$ cat src/rtl/ace_snoop_responder.sv
// ACE snoop responder: accepts one AC snoop at a time, looks up the local line, answers on CR,
// streams the line on CD when data is transferred, then pulses a line-state update.
module ace_snoop_responder #(
    parameter int unsigned AddrWidth = 64,
    parameter int unsigned DataWidth = 64,
    parameter int unsigned LineBytes = 64,
    localparam int unsigned BeatsRaw = LineBytes * 8 / DataWidth,
    localparam int unsigned Beats    = (BeatsRaw < 1) ? 1 : BeatsRaw,
    localparam int unsigned BeatW    = (Beats > 1) ? $clog2(Beats) : 1
) (
    input  logic                 clk_i,
    input  logic                 rst_i,
    input  logic                 ac_valid_i,
    output logic                 ac_ready_o,
    input  logic [AddrWidth-1:0] ac_addr_i,
    input  logic [3:0]           ac_snoop_i,
    output logic                 cr_valid_o,
    input  logic                 cr_ready_i,
    output logic [4:0]           cr_resp_o,
    output logic                 cd_valid_o,
    input  logic                 cd_ready_i,
    output logic [DataWidth-1:0] cd_data_o,
    output logic                 cd_last_o,
    output logic                 lkp_req_o,
    output logic [AddrWidth-1:0] lkp_addr_o,
    input  logic                 lkp_gnt_i,
    input  logic [2:0]           lkp_state_i,
    output logic                 rd_req_o,
    output logic [BeatW-1:0]     rd_beat_o,
    input  logic [DataWidth-1:0] rd_data_i,
    output logic                 upd_valid_o,
    output logic [AddrWidth-1:0] upd_addr_o,
    output logic [2:0]           upd_state_o
);

    localparam logic [2:0] LineI  = 3'd0;
    localparam logic [2:0] LineSC = 3'd1;
    localparam logic [2:0] LineSD = 3'd2;
    localparam logic [2:0] LineUC = 3'd3;
    localparam logic [2:0] LineUD = 3'd4;
    localparam logic [BeatW-1:0] LastBeat = BeatW'(Beats - 1);
    localparam logic [AddrWidth-1:0] OffMask = AddrWidth'(LineBytes - 1);

    typedef enum logic [2:0] {StIdle, StLookup, StResp, StRd, StCd, StUpdate} state_e;

    state_e               state_q, state_d;
    logic [AddrWidth-1:0] addr_q, addr_d;
    logic [3:0]           snoop_q, snoop_d;
    logic [4:0]           resp_q, resp_d;
    logic [2:0]           nst_q, nst_d;
    logic                 upd_q, upd_d;
    logic [BeatW-1:0]     beat_q, beat_d;

    logic       needs_lookup;
    logic       ln_valid, ln_dirty, ln_uniq;
    logic [4:0] dec_resp;
    logic [2:0] dec_nst;
    logic       dec_upd;

    always_comb begin
        needs_lookup = 1'b0;
        case (ac_snoop_i)
            4'b0000, 4'b0001, 4'b0010, 4'b0011,
            4'b0111, 4'b1000, 4'b1001, 4'b1101: needs_lookup = 1'b1;
            default:                            needs_lookup = 1'b0;
        endcase
    end

    // Response bits: {WasUnique, IsShared, PassDirty, Error, DataTransfer}.
    always_comb begin
        ln_valid = (lkp_state_i != LineI);
        ln_dirty = (lkp_state_i == LineSD) || (lkp_state_i == LineUD);
        ln_uniq  = (lkp_state_i == LineUC) || (lkp_state_i == LineUD);
        dec_resp = 5'b00000;
        dec_nst  = lkp_state_i;
        if (ln_valid) begin
            case (snoop_q)
                4'b0000: dec_resp = {ln_uniq, 1'b1, 1'b0, 1'b0, 1'b1};
                4'b0001, 4'b0010, 4'b0011: begin
                    dec_resp = {ln_uniq, 1'b1, ln_dirty, 1'b0, 1'b1};
                    dec_nst  = LineSC;
                end
                4'b0111: begin
                    dec_resp = {ln_uniq, 1'b0, ln_dirty, 1'b0, 1'b1};
                    dec_nst  = LineI;
                end
                4'b1001: begin
                    dec_resp = {ln_uniq, 1'b0, ln_dirty, 1'b0, ln_dirty};
                    dec_nst  = LineI;
                end
                4'b1000: begin
                    dec_resp = {1'b0, 1'b1, ln_dirty, 1'b0, ln_dirty};
                    if (lkp_state_i == LineSD) dec_nst = LineSC;
                    if (lkp_state_i == LineUD) dec_nst = LineUC;
                end
                4'b1101: dec_nst = LineI;
                default: dec_nst = lkp_state_i;
            endcase
        end
        dec_upd = ln_valid && (dec_nst != lkp_state_i);
    end

    always_comb begin
        state_d = state_q;
        addr_d  = addr_q;
        snoop_d = snoop_q;
        resp_d  = resp_q;
        nst_d   = nst_q;
        upd_d   = upd_q;
        beat_d  = beat_q;
        case (state_q)
            StIdle: begin
                if (ac_valid_i) begin
                    addr_d  = ac_addr_i & ~OffMask;
                    snoop_d = ac_snoop_i;
                    beat_d  = '0;
                    if (needs_lookup) begin
                        state_d = StLookup;
                    end else begin
                        resp_d  = 5'b00000;
                        upd_d   = 1'b0;
                        state_d = StResp;
                    end
                end
            end
            StLookup: begin
                if (lkp_gnt_i) begin
                    resp_d  = dec_resp;
                    nst_d   = dec_nst;
                    upd_d   = dec_upd;
                    state_d = StResp;
                end
            end
            StResp: begin
                if (cr_ready_i) begin
                    if (resp_q[0])  state_d = StRd;
                    else if (upd_q) state_d = StUpdate;
                    else            state_d = StIdle;
                end
            end
            StRd: state_d = StCd;
            StCd: begin
                if (cd_ready_i) begin
                    if (beat_q == LastBeat) begin
                        beat_d  = '0;
                        state_d = upd_q ? StUpdate : StIdle;
                    end else begin
                        beat_d  = beat_q + BeatW'(1);
                        state_d = StRd;
                    end
                end
            end
            StUpdate: state_d = StIdle;
            default:  state_d = StIdle;
        endcase
    end

    always_ff @(posedge clk_i) begin
        if (rst_i) begin
            state_q <= StIdle;
            addr_q  <= '0;
            snoop_q <= '0;
            resp_q  <= '0;
            nst_q   <= LineI;
            upd_q   <= 1'b0;
            beat_q  <= '0;
        end else begin
            state_q <= state_d;
            addr_q  <= addr_d;
            snoop_q <= snoop_d;
            resp_q  <= resp_d;
            nst_q   <= nst_d;
            upd_q   <= upd_d;
            beat_q  <= beat_d;
        end
    end

    // All valids decode from registered state only; ac_ready_o is also masked during reset.
    assign ac_ready_o  = (state_q == StIdle) && !rst_i;
    assign lkp_req_o   = (state_q == StLookup);
    assign lkp_addr_o  = addr_q;
    assign cr_valid_o  = (state_q == StResp);
    assign cr_resp_o   = resp_q;
    assign rd_req_o    = (state_q == StRd);
    assign rd_beat_o   = beat_q;
    assign cd_valid_o  = (state_q == StCd);
    assign cd_data_o   = rd_data_i;
    assign cd_last_o   = (beat_q == LastBeat);
    assign upd_valid_o = (state_q == StUpdate);
    assign upd_addr_o  = addr_q;
    assign upd_state_o = nst_q;

endmodule

$ cat config.mk
export PLATFORM = sky130hd
export DESIGN_NAME = ace_snoop_responder
export DESIGN_NICKNAME = d
export VERILOG_FILES = /design/src/rtl/ace_snoop_responder.sv
export SDC_FILE = /design/constraint.sdc
export NUM_CORES = 1
export LEC_CHECK = 0
export CAP_MARGIN = 20
export CORE_AREA = 5 5 132 134
export CTS_CLUSTER_DIAMETER = 80
export DETAILED_ROUTE_END_ITERATION = 6
export DIE_AREA = 0 0 137 139
export PLACE_DENSITY = 0.77
export SYNTH_ARGS = -nofsm -noshare
export SYNTH_HDL_FRONTEND = slang
export SYNTH_SLANG_ARGS = --single-unit
$ cat constraint.sdc
create_clock -name clk_i -period 2.35 [get_ports clk_i]
set_input_delay 0.5875 -clock clk_i [delete_from_list [all_inputs] [get_ports clk_i]]
set_output_delay 0.5875 -clock clk_i [all_outputs]
set_load 0.005 [all_outputs]
After elaboration in Yosys (flattened, before gate mapping)
Memories as Yosys holds them, arrays and structs flattened.
Index checks and enable logic that the tools add are counted.
{"block": "totals", "regBits": 77, "memories": 1, "out_inout_bits": 210, "romBits": 16}
{"block": "classes", "n_reduce_logical": 17, "add_sub_neg": 1, "eq_ne": 22, "n_mux": 27}
{"memory": "(no name shown)", "depth": 16, "word_bits": 1, "rd": 1, "rd_ports_with_merged_regs": 0, "wr": 0, "line": "62", "text": "case (ac_snoop_i)"}
{"op": "$mux 3", "count": 13}
{"op": "$pmux 5 s5", "count": 1}
{"op": "$mux 5", "count": 4}
{"op": "$pmux 3 s5", "count": 1}
{"op": "$eq 3x2->1 const B", "count": 4}
{"op": "$eq 3x3->1 const B", "count": 4}
{"op": "$eq 4x4->1 const B", "count": 3}
{"op": "$pmux 5 s2", "count": 1}
{"op": "$pmux 3 s3", "count": 1}
{"op": "$eq 4x2->1 const B", "count": 2}
{"op": "$reduce_and 4->1", "count": 2}
{"op": "$ne 2x1->1 const B", "count": 3}
{"op": "$pmux 3 s2", "count": 1}
{"op": "$reduce_or 3->1", "count": 2}
{"op": "$eq 4x1->1 const B", "count": 1}
{"op": "$eq 4x3->1 const B", "count": 1}
{"op": "$logic_not 4->1", "count": 1}
{"op": "$ne 2x2->1 const B", "count": 2}
{"op": "$reduce_and 2->1", "count": 2}
{"op": "$reduce_bool 2->1", "count": 2}
{"op": "$add 3x1->3 const B", "count": 1}
{"op": "$eq 3x1->1 const B", "count": 1}
{"op": "$logic_not 3->1", "count": 1}
{"op": "$mux 1", "count": 3}
{"op": "other kinds (8)", "count": 10}

Depth between registers and ports, before layout
Gate-level depths: netlist of run 1.
{"block": "logic_depth", "ltp_word": 9, "mapped_depth": 7, "mapped_depth_nobuf": 7}

Worst setup path after synthesis of run 1
Ideal clock, no wire load.
{"block": "synth_path", "path_type": "input to output", "from": "input port rst_i", "to": "output port ac_ready_o", "t_arrival_ns": 1.120, "path_buffers": 2, "slack_ns": 0.642, "cell_stages": 3, "path_cell_list": "clkbuf_8 clkbuf_1 nor3_1"}
{"block": "synth_via", "elab_chain_len": 2}
{"item": "start: declaration", "line": "12", "text": "input logic rst_i,"}
{"item": "$logic_not 1->1", "line": "179", "text": "assign ac_ready_o = (state_q == StIdle) && !rst_i;"}
{"item": "$logic_and 1x1->1", "line": "179"}
{"item": "end: declaration", "line": "14", "text": "output logic ac_ready_o,"}
No other way between the ends.

Worst setup path after layout of run 1
{"block": "layout_path", "from": "register beat_q[0], in the netlist rd_beat_o[0]", "to": "output port cd_last_o"}
{"block": "layout_via", "elab_chain_len": 1}
{"item": "start: declaration", "line": "52", "text": "logic [BeatW-1:0] beat_q, beat_d;"}
{"item": "start signal: assignment", "line": "174", "text": "beat_q <= beat_d;"}
{"item": "$eq 3x3->1", "line": "188", "text": "assign cd_last_o = (beat_q == LastBeat);"}
{"item": "end: declaration", "line": "23", "text": "output logic cd_last_o,"}
No other way between the ends.

==> PnR_summary.wiki, run 1 <==
{| class="wikitable"
! Metric !! Value
|-
| Status || finished, final reports clean
|-
| Initial core utilization || 0.2624
|-
| Worst Hold Path Cells || 2
|-
| R2R Path End || upd_state_o[0]$_SDFFE_PP0P_
|-
| Proportion of synthesized chip area in sequential cells || 0.3586
|-
| Die Ht || 139 um
|-
| Area growth syn-to-layout || 38.01%
|-
| Wire length of the first global-routing pass || 18,850 um
|-
| Total vias in the final route || 3,682
|-
| Min-Delay Startpoint || upd_state_o[2]$_SDFFE_PP0P_
|-
| Final routed wire length divided by cell count || 15.07 um
|-
| Number of instances in the synthesized netlist || 544
|-
| Number of buffers on the longest clock path || 2
|-
| Total standard cell area after synthesis || 4243 sq um
|-
| PnR worst setup slack || 0.1046 ns
|-
| Multi-input combinational cell area || 1553 sq um
|-
| Number of global-route vias before repair || 3,448
|-
| Die ar. || 19,040 sq um
|-
| Share of cells above drive strength 1 || 0.08401
|-
| Diodes inserted || 0
|-
| Depth of the worst register-to-register path || 5
|-
| Number of endpoints with negative hold slack in the final report || 0
|-
| Part of the cycle the worst path needs || 0.9555
|-
| Achievable clock frequency || 445.4 MHz
|-
| Worst-path clk slew || 0.06 ns
|-
| TritonCTS clock tree || done
|-
| Clock latency on the worst-skew pair || 0.34 ns
|-
| Overall Global Routing Usage || 0.1291
|-
| Drt total wl || 12,650 um
|-
| Number of antenna-violating nets in the routed design || 0
|-
| Final max-slew violation count || 0
|-
| Setup_tns || 0 ns
|-
| WS Path Type || flip-flop to primary output
|-
| Highest-count cells in the layout ignoring fill and taps || sky130_fd_sc_hd__clkdlybuf4s50_1 (202), sky130_fd_sc_hd__nand2_1 (132), sky130_fd_sc_hd__a21oi_1 (73), sky130_fd_sc_hd__dfxtp_1 (73), sky130_fd_sc_hd__nor2_1 (16)
|-
| Reg-to-Reg Start || snoop_q[1]$_SDFFE_PP0P_
|-
| Port-buffer cells || 203
|-
| R2R setup slack || 0.71 ns
|-
| Most frequent standard cell in the layout excluding fill and tap cells || sky130_fd_sc_hd__clkdlybuf4s50_1
|-
| Flip-flop and latch count after synthesis || 76
|-
| Static power due to leakage || 0.002125 uW
|-
| Clk root buf || sky130_fd_sc_hd__clkbuf_16
|-
| Max-slew headroom at the worst pin || 0.4192
|-
| Antenna violations before repair || 1
|-
| Top Ports || 351
|-
| Power density over cell area || 736.1 nW/um^2
|-
| Arrival @ worst endpoint || 1.66 ns
|-
| RSZ-0062 raised after global routing || no
|-
| Count of instances resized after the clock tree is built || 5
|-
| Final RePlAce weighted congestion || 0.7846
|-
| Path class of the lowest-slack min-delay path || flip-flop to flip-flop
|-
| Critical Path RT || 1.76 ns
|-
| Sequential cell area in the final layout || 1525 sq um
|-
| Number of vias per cell || 4.389
|-
| Net total in the final layout || 758
|-
| Count of maximum capacitance violations || 0
|-
| Mean instance size in the synthesized netlist || 7.799 sq um
|-
| Async SR Flop Fraction || 0
|-
| Count of routing violations after the opening detailed-route iteration || 131
|-
| X dimension of the die || 137 um
|-
| Clock period minus final worst setup slack || 2.245 ns
|-
| Startpoint class of the critical path || flip-flop
|-
| Maximum number of pins on one net before global-route repair || 81
|-
| Number of enable flip-flop cells after synthesis || 0
|-
| Count of H-tree levels built during CTS || 3
|-
| Commonest register cell after synthesis || sky130_fd_sc_hd__dfxtp_1
|-
| Synth cell types || 57
|-
| Count of unresolved DRC violations after routing || 0
|-
| Number of endpoints failing setup at the final stage || 0
|-
| Pre-Repair DR Iteration Count || 4
|-
| Worst vdd rail ir drop || 0.2718 mV
|-
| Total congestion overflow after global routing || 0
|-
| Number of hold buffers added after cts || 0
|-
| Total clock buffers created by CTS || 9
|-
| Total core area || 16,170 sq um
|-
| Total setup buffers inserted after CTS || 0
|-
| Least-Margin Pin Slew || 0.8713 ns
|-
| YS warnings || 0
|-
| Worst-path fanout max || 5
|-
| Cell row count || 47
|-
| Number of clock sinks || 76
|-
| End point of the most critical hold path || upd_state_o[2]$_SDFFE_PP0P_
|-
| Number of fill cells in the layout || 1,672
|-
| Nature of the critical path endpoint || primary output
|-
| Final worst clock skew || 0.006796 ns
|-
| Pre-CTS WS || 0.1508 ns
|-
| HPWL Detailed || 9670 um
|}
==> layout make-up <==
type | instances | share of cell area
clock buffers | 10 | 0.04081
clock inverters | 5 | 0.01709
inverters | 5 | 0.003632
multi-input cells | 308 | 0.2652
flip-flops and latches | 76 | 0.2605
well taps | 220 | 0.04701
repair buffers | 215 | 0.3658
==> metrics by stage <==
step                      total power, uW  area [sq um]  std cells  hold slack, ns  utilization
final                                4310          5856        839          0.4508       0.3621
after CTS                            4406          5842        839          0.4552       0.3612
after global routing                 4565          5856        839          0.4877       0.3621
after detailed placement             2747          5493        824          0.4474       0.3397
after global placement               2727          5493        824          0.4445       0.3397
after floorplan                      2272          4288        556          0.4527            -
==> synthesized netlist by cell type (2+ instances only) <==
cell | count | area, sq um
sky130_fd_sc_hd__nand2_2 | 2 | 12.51
sky130_fd_sc_hd__nand2_1 | 133 | 499.2
sky130_fd_sc_hd__nor2_1 | 16 | 60.06
sky130_fd_sc_hd__inv_1 | 3 | 11.26
sky130_fd_sc_hd__dfxtp_1 | 76 | 1521
sky130_fd_sc_hd__clkbuf_1 | 8 | 30.03
sky130_fd_sc_hd__ha_1 | 2 | 25.02
sky130_fd_sc_hd__nor3_1 | 7 | 35.03
sky130_fd_sc_hd__nor2b_1 | 5 | 31.28
sky130_fd_sc_hd__buf_4 | 139 | 1044
sky130_fd_sc_hd__o21ai_1 | 2 | 10.01
sky130_fd_sc_hd__a21oi_1 | 73 | 365.4
sky130_fd_sc_hd__a22oi_1 | 3 | 22.52
sky130_fd_sc_hd__buf_2 | 13 | 65.06
sky130_fd_sc_hd__clkbuf_8 | 2 | 27.53
sky130_fd_sc_hd__o31ai_1 | 2 | 15.01
sky130_fd_sc_hd__buf_6 | 4 | 45.04
sky130_fd_sc_hd__a31oi_1 | 2 | 12.51
sky130_fd_sc_hd__nand3b_1 | 2 | 15.01
sky130_fd_sc_hd__o211ai_1 | 3 | 22.52
sky130_fd_sc_hd__o21ai_0 | 5 | 25.02
sky130_fd_sc_hd__nand3_1 | 5 | 25.02
sky130_fd_sc_hd__nand2b_1 | 3 | 18.77
==> flip-flops by register name, indices dropped and copies added (netlist names) <==
name	cells
state_q	3
snoop_q	4
upd_q	1
rd_beat_o	3
lkp_addr_o	58
upd_state_o	3
cr_resp_o	4
==> worst max-delay path, stage by stage (launching register included) <==
cell and delay (ns):
sky130_fd_sc_hd__dfxtp_1 0.38, sky130_fd_sc_hd__ha_1 0.17, sky130_fd_sc_hd__ha_2 0.23, sky130_fd_sc_hd__clkdlybuf4s50_1 0.54
==> power by group <==
group / internal, uW / leakage [uW] / switching (uW)
sequential: 1420 / 0.000624 / 122
clock: 1060 / 0.000168 / 543
combinational: 665 / 0.00133 / 505
==> logic make-up after synthesis <==
| family | Yosys count | synth area share |
|---|---|---|
| simple gates | 187 | 0.1935 |
| fa+ha+maj | 3 | 0.008551 |
| compound gates | 104 | 0.1448 |
| buf+inv | 172 | 0.2917 |
| xor+xnor | 1 | 0.002065 |
| flops | 76 | 0.3586 |
| other cells | 1 | 0.0008838 |
==> layer usage <==
layer,wire length (um),global-route usage
met1,4358,0.1228
met2,6334,0.2321
met4,545,0.08193
met3,1395,0.04499
met5,13,0
==> worst max-delay path by stage <==
stage	start	to	slack, ns
after floorplan	rst_i	ac_ready_o	0.64
after global placement	ac_valid_i	cr_resp_o[2]$_SDFFE_PP0P_	0.18
after detailed placement	ac_valid_i	cr_resp_o[2]$_SDFFE_PP0P_	0.15
after CTS	rd_beat_o[0]$_SDFFE_PP0P_	cd_last_o	0.01
after global routing	state_q[2]$_SDFFE_PP0P_	lkp_req_o	0.01
final	rd_beat_o[0]$_SDFFE_PP0P_	cd_last_o	0.10
Power figures use the tool's default switching activity.
==> run 2, diff against run 1 <==
Settings changed: SKIP_CTS_REPAIR_TIMING from default to 1, TNS_END_PERCENT from default to 5.
==> PnR_summary.wiki, run 2 (same netlist as run 1, synthesis figures left out) <==
{| class="wikitable"
! Metric !! Value
|-
| Count of maximum capacitance violations || 0
|-
| Worst vdd rail ir drop || 0.2719 mV
|-
| Number of global-route vias before repair || 3,447
|-
| Number of fill cells in the layout || 1,671
|-
| Final worst clock skew || 0.006546 ns
|-
| Overall Global Routing Usage || 0.1293
|-
| Number of antenna-violating nets in the routed design || 0
|-
| Critical Path RT || 1.76 ns
|-
| Sequential cell area in the final layout || 1525 sq um
|-
| Number of clock sinks || 76
|-
| Initial core utilization || 0.2624
|-
| Worst-path fanout max || 7
|-
| Met2 Use GR || 0.2324
|-
| Number of buffers on the longest clock path || 2
|-
| Total congestion overflow after global routing || 0
|-
| Power density over cell area || 735.9 nW/um^2
|-
| Non-filler instance count after layout || 839
|-
| Count of unresolved DRC violations after routing || 0
|-
| Clock latency on the worst-skew pair || 0.34 ns
|-
| Share of cells above drive strength 1 || 0.08401
|-
| Utilization after layout || 0.3618
|-
| Number of endpoints with negative hold slack in the final report || 0
|-
| Setup_tns || 0 ns
|-
| Wire length of the first global-routing pass || 18,860 um
|-
| Die Ht || 139 um
|-
| Arrival @ worst endpoint || 1.68 ns
|-
| Die ar. || 19,040 sq um
|-
| Worst-path clk slew || 0.06 ns
|-
| Top Ports || 351
|-
| Port-buffer cells || 203
|-
| RSZ-0062 raised after global routing || yes
|-
| Cell row count || 47
|-
| Achievable clock frequency || 441.0 MHz
|-
| Diodes inserted || 0
|-
| Max incr delay on CP || 0.49 ns
|-
| Static power due to leakage || 0.002122 uW
|-
| Final max-slew violation count || 0
|-
| X dimension of the die || 137 um
|-
| Maximum number of pins on one net before global-route repair || 81
|-
| Total clock buffers created by CTS || 9
|-
| Total core area || 16,170 sq um
|-
| Highest-count cells in the layout ignoring fill and taps || sky130_fd_sc_hd__clkdlybuf4s50_1 (202), sky130_fd_sc_hd__nand2_1 (132), sky130_fd_sc_hd__a21oi_1 (73), sky130_fd_sc_hd__dfxtp_1 (73), sky130_fd_sc_hd__nor2_1 (16)
|-
| Clk root buf || sky130_fd_sc_hd__clkbuf_16
|-
| R2R setup slack || 0.72 ns
|-
| Count of H-tree levels built during CTS || 3
|-
| Count of routing violations after the opening detailed-route iteration || 128
|-
| TritonCTS clock tree || done
|-
| WS Path Type || flip-flop to primary output
|-
| Total vias in the final route || 3,677
|-
| Drt total wl || 12,630 um
|-
| Cell with the biggest individual delay on the critical path || sky130_fd_sc_hd__clkdlybuf4s50_1
|-
| Pre-Repair DR Iteration Count || 4
|-
| Most frequent standard cell in the layout excluding fill and tap cells || sky130_fd_sc_hd__clkdlybuf4s50_1
|-
| Net total in the final layout || 758
|-
| Grt met3 use || 0.04499
|-
| Least-Margin Pin Slew || 0.8724 ns
|-
| Path class of the lowest-slack min-delay path || flip-flop to flip-flop
|-
| Multi-input combinational cell area || 1548 sq um
|-
| HPWL Detailed || 9670 um
|-
| Largest register FFs || 58
|-
| Area growth syn-to-layout || 37.89%
|-
| Startpoint class of the critical path || flip-flop
|-
| Part of the cycle the worst path needs || 0.9649
|-
| Post-placement cell count || 824
|-
| Nature of the critical path endpoint || primary output
|-
| Antenna violations before repair || 1
|-
| Number of endpoints failing setup at the final stage || 0
|-
| Final RePlAce weighted congestion || 0.7846
|-
| Met1 Resource Use GR || 0.1232
|-
| Power, Total || 4305 uW
|-
| Number of vias per cell || 4.383
|-
| Max-slew headroom at the worst pin || 0.4184
|-
| Clock period minus final worst setup slack || 2.267 ns
|-
| Status || finished, final reports clean
|-
| Most Used Layer, Global Route || met2
|-
| Sequence of cells on the critical path || buf_4 > nor2_4 > nand2_2 > inv_2 > clkdlybuf4s50_1
|-
| Final routed wire length divided by cell count || 15.06 um
|}
-- run 2: cell counts in the layout (fill, tap and decap cells not counted) --
No cell type changed its count.
-- run 2: report_power, final --
part           switching, uW  internal, uW
logic                    503           664
clock network            543          1060
registers                121          1420
-- run 2: worst max-delay path, delay by kind of cell (launching register included) --
| kind | cells | cell delay [ns] |
|---|---|---|
| buf+inv | 3 | 0.74 |
| flops | 1 | 0.36 |
| simple gates | 2 | 0.24 |
-- run 2: per-stage QoR --
| stage | hold WS, ns | cell area [sq um] | setup slack, ns |
|---|---|---|---|
| 4_1_cts | 0.4552 | 5832 | -0.1356 |
| 2_1_floorplan | 0.4527 | 4288 | 0.6423 |
| 6_report | 0.4504 | 5851 | 0.08252 |
| 3_5_place_dp | 0.4474 | 5493 | 0.1508 |
| 3_3_place_gp | 0.4445 | 5493 | 0.1773 |
| 5_1_grt | 0.4877 | 5851 | -0.02041 |
-- run 2: cell type report --
type                       count  share of cell area
timing repair buffer         215              0.3661
inverter                       5            0.003636
multi-input combinational    308              0.2645
clock inverter                 5             0.01711
tap                          220             0.04705
sequential                    76              0.2607
clock buffer                  10             0.04085
-- run 2: final timing paths --
| path | endpoint | startpoint | depth (start not counted) |
|---|---|---|---|
| max | lkp_req_o | state_q[2]$_SDFFE_PP0P_ | 5 |
| min reg2reg | upd_state_o[2]$_SDFFE_PP0P_ | upd_state_o[2]$_SDFFE_PP0P_ | 2 |
| min | upd_state_o[2]$_SDFFE_PP0P_ | upd_state_o[2]$_SDFFE_PP0P_ | 2 |
| max reg2reg | upd_state_o[0]$_SDFFE_PP0P_ | snoop_q[1]$_SDFFE_PP0P_ | 5 |
-- run 2: layer usage --
layer,up-vias,wire length (um)
li1,1770,-
met4,2,545
met3,44,1387
met2,179,6323
met5,-,13
met1,1682,4364
==> run 3, diff against run 2 <==
Settings changed: ABC_AREA from default to 1, CORE_AREA 5 5 132 134 to 5 5 133 135, DIE_AREA 0 0 137 139 to 0 0 138 140, PLACE_DENSITY 0.77 to 0.76, SLEW_MARGIN from default to 15.
==> PnR_summary.wiki, run 3 <==
{| class="wikitable"
! Metric !! Value
|-
| Status || finished, final reports clean
|-
| Number of global-route vias before repair || 3,547
|-
| Total congestion overflow after global routing || 0
|-
| Die Ht || 140 um
|-
| Nature of the critical path endpoint || primary output
|-
| Drt total wl || 12,790 um
|-
| Cell with the biggest individual delay on the critical path || sky130_fd_sc_hd__clkdlybuf4s50_1
|-
| Worst-path fanout max || 4
|-
| Total vias in the final route || 3,583
|-
| Top Ports || 351
|-
| Number of endpoints failing setup at the final stage || 0
|-
| PnR worst setup slack || 0.06496 ns
|-
| Number of vias per cell || 4.137
|-
| Largest register FFs || 58
|-
| Synthesized-area fraction occupied by and/or/nand/nor cells || 0.2023
|-
| Grt met3 use || 0.06510
|-
| Overall Global Routing Usage || 0.1287
|-
| Count of routing violations after the opening detailed-route iteration || 74
|-
| Synth cell types || 29
|-
| HPWL Detailed || 10,020 um
|-
| Final worst clock skew || 0.005458 ns
|-
| Final max-slew violation count || 0
|-
| Met1 Resource Use GR || 0.1319
|-
| Final routed wire length divided by cell count || 14.77 um
|-
| Total standard cell area after synthesis || 4161 sq um
|-
| Async SR Flop Fraction || 0
|-
| Synth Area in Adders || 0.006013
|-
| Compound-cell area share of the yosys netlist || 0.1272
|-
| RSZ-0062 raised after global routing || no
|-
| Net total in the final layout || 784
|-
| Arrival @ worst endpoint || 1.70 ns
|-
| Met2 Use GR || 0.2140
|-
| Static power due to leakage || 0.002316 uW
|-
| Synthesized-area fraction occupied by xor and xnor cells || 0
|-
| YS warnings || 0
|-
| Wire length of the first global-routing pass || 19,760 um
|-
| Achievable clock frequency || 437.6 MHz
|-
| Most frequently used cell type in the post-synthesis netlist || sky130_fd_sc_hd__buf_4
|-
| Largest family of logic cells by synthesized area || buffers and inverters
|-
| Part of the cycle the worst path needs || 0.9724
|-
| Antenna violations before repair || 0
|-
| Number of enable flip-flop cells after synthesis || 0
|-
| Top cells by instance count after synthesis || sky130_fd_sc_hd__buf_4 (141), sky130_fd_sc_hd__nor2_1 (135), sky130_fd_sc_hd__dfxtp_1 (76), sky130_fd_sc_hd__o21ai_0 (67), sky130_fd_sc_hd__nand2_1 (36)
|-
| Die ar. || 19,320 sq um
|-
| Proportion of synthesized area in mux cells || 0
|-
| Cell row count || 47
|-
| Count of unresolved DRC violations after routing || 0
|-
| Pre-CTS WS || 0.03726 ns
|-
| Share of cells above drive strength 1 || 0.08824
|-
| Multi-input combinational cell area || 1450 sq um
|-
| Highest-count cells in the layout ignoring fill and taps || sky130_fd_sc_hd__clkdlybuf4s50_1 (203), sky130_fd_sc_hd__nor2_1 (135), sky130_fd_sc_hd__dfxtp_1 (76)
|-
| R2R setup slack || 0.76 ns
|-
| Proportion of synthesized chip area in sequential cells || 0.3656
|-
| Utilization after layout || 0.3533
|-
| Path class of the lowest-slack min-delay path || flip-flop to flip-flop
|-
| Clk root buf || sky130_fd_sc_hd__clkbuf_16
|-
| Diodes inserted || 0
|-
| Total core area || 16,350 sq um
|-
| Sequence of cells on the critical path || inv_1 > nor3_2 > clkdlybuf4s50_1
|-
| Total clock buffers created by CTS || 9
|-
| Cell family with the largest share of critical-path delay || buffers and inverters
|-
| Worst-path clk slew || 0.07 ns
|-
| Most Used Layer, Global Route || met2
|-
| Commonest register cell after synthesis || sky130_fd_sc_hd__dfxtp_1
|-
| Maximum number of pins on one net before global-route repair || 42
|-
| Area growth syn-to-layout || 38.79%
|-
| Startpoint class of the critical path || flip-flop
|-
| Post-synthesis cell type with the largest combined area || sky130_fd_sc_hd__dfxtp_1
|-
| Number of instances in the synthesized netlist || 564
|-
| Most frequent standard cell in the layout excluding fill and tap cells || sky130_fd_sc_hd__clkdlybuf4s50_1
|-
| Max incr delay on CP || 0.57 ns
|-
| TritonCTS clock tree || done
|-
| Count of H-tree levels built during CTS || 3
|-
| X dimension of the die || 138 um
|-
| Number of clock sinks || 76
|-
| Number of antenna-violating nets in the routed design || 0
|-
| Crit path buffers/inverters || 2
|-
| Power density over cell area || 863.6 nW/um^2
|-
| Initial core utilization || 0.2546
|-
| WS Path Type || flip-flop to primary output
|-
| Worst vdd rail ir drop || 0.3304 mV
|-
| Flip-flop and latch count after synthesis || 76
|-
| Number of buffers on the longest clock path || 2
|-
| Number of endpoints with negative hold slack in the final report || 0
|-
| Power, Total || 4988 uW
|-
| Setup_tns || 0 ns
|-
| Port-buffer cells || 203
|-
| Mean instance size in the synthesized netlist || 7.379 sq um
|-
| Clock period minus final worst setup slack || 2.285 ns
|-
| Critical Path RT || 1.76 ns
|-
| Number of fill cells in the layout || 1,738
|-
| Clock latency on the worst-skew pair || 0.34 ns
|-
| Largest cells by area after synthesis || sky130_fd_sc_hd__dfxtp_1 (37%), sky130_fd_sc_hd__buf_4 (25%), sky130_fd_sc_hd__nor2_1 (12%)
|-
| Sequential cell area in the final layout || 1521 sq um
|-
| Area share of the largest cell type after synthesis || 0.3656
|-
| Pre-Repair DR Iteration Count || 4
|-
| Final RePlAce weighted congestion || 0.8459
|-
| Count of maximum capacitance violations || 0
|}
run 3: cell types whose count changed in the layout (fill, tap and decap cells not counted), moves of 6 or more:
| cell | change |
|---|---|
| sky130_fd_sc_hd__nor2_1 | +119 |
| sky130_fd_sc_hd__nand2_1 | -96 |
| sky130_fd_sc_hd__o21ai_0 | +62 |
| sky130_fd_sc_hd__a21oi_1 | -57 |
| sky130_fd_sc_hd__inv_2 | +14 |
| sky130_fd_sc_hd__inv_1 | +12 |
| sky130_fd_sc_hd__nand3_1 | +7 |
| sky130_fd_sc_hd__nor3_1 | -6 |
run 3: power by group:
group	internal (uW)	switching [uW]	leakage (uW)
combinational	1010	816	0.00155
clock	838	600	0.000141
sequential	1530	196	0.000628
run 3: cells by family (layout without fill, tap and decap cells):
logic type               Yosys count  after routing
AND/OR/NAND/NOR                  201            201
flip-flops                        76             76
buffers and inverters            186            256
adder cells (fa/ha/maj)            2              2
other                              1             13
AO/OA/AOI/OAI                     98             98
run 3: final timing paths:
path / start / endpoint / cells past startpoint
hold reg to reg: cr_resp_o[3]$_SDFFE_PP0P_ / cr_resp_o[3]$_SDFFE_PP0P_ / 2
hold / removal: cr_resp_o[3]$_SDFFE_PP0P_ / cr_resp_o[3]$_SDFFE_PP0P_ / 2
setup reg to reg: state_q[2]$_SDFFE_PP0P_ / snoop_q[2]$_SDFFE_PP0P_ / 7
setup / recovery: state_q[1]$_SDFFE_PP0P_ / cr_valid_o / 3
run 3: routing by layer:
metal | wire length [um] | up-vias
li1 | - | 1797
met1 | 4777 | 1582
met2 | 6195 | 149
met3 | 1283 | 55
met4 | 532 | 0
met5 | 0 | -
run 3: per-stage QoR:
step / instance area (sq um) / instances / hold slack, ns
final: 5776 / 866 / 0.4683
after global routing: 5776 / 866 / 0.4868
after CTS: 5771 / 866 / 0.4709
after detailed placement: 5464 / 850 / 0.4602
after global placement: 5464 / 850 / 0.4564
after floorplan: 4207 / 576 / 0.4562
run 3: area by class of cell:
class	instances	share of cell area
clock buffers	9	0.03899
clock inverters	7	0.01408
inverters	30	0.01950
multi-input cells	314	0.2511
flip-flops and latches	76	0.2634
well taps	220	0.04766
repair buffers	210	0.3653
run 3: worst reg2reg max path, stage by stage (launching register included):
cell and delay, ns:
sky130_fd_sc_hd__dfxtp_1 0.45, sky130_fd_sc_hd__inv_2 0.10, sky130_fd_sc_hd__nand2_2 0.16, sky130_fd_sc_hd__nor2_4 0.06, sky130_fd_sc_hd__inv_2 0.30, sky130_fd_sc_hd__buf_12 0.23
sky130_fd_sc_hd__o21ai_0 0.10, sky130_fd_sc_hd__a21oi_1 0.12
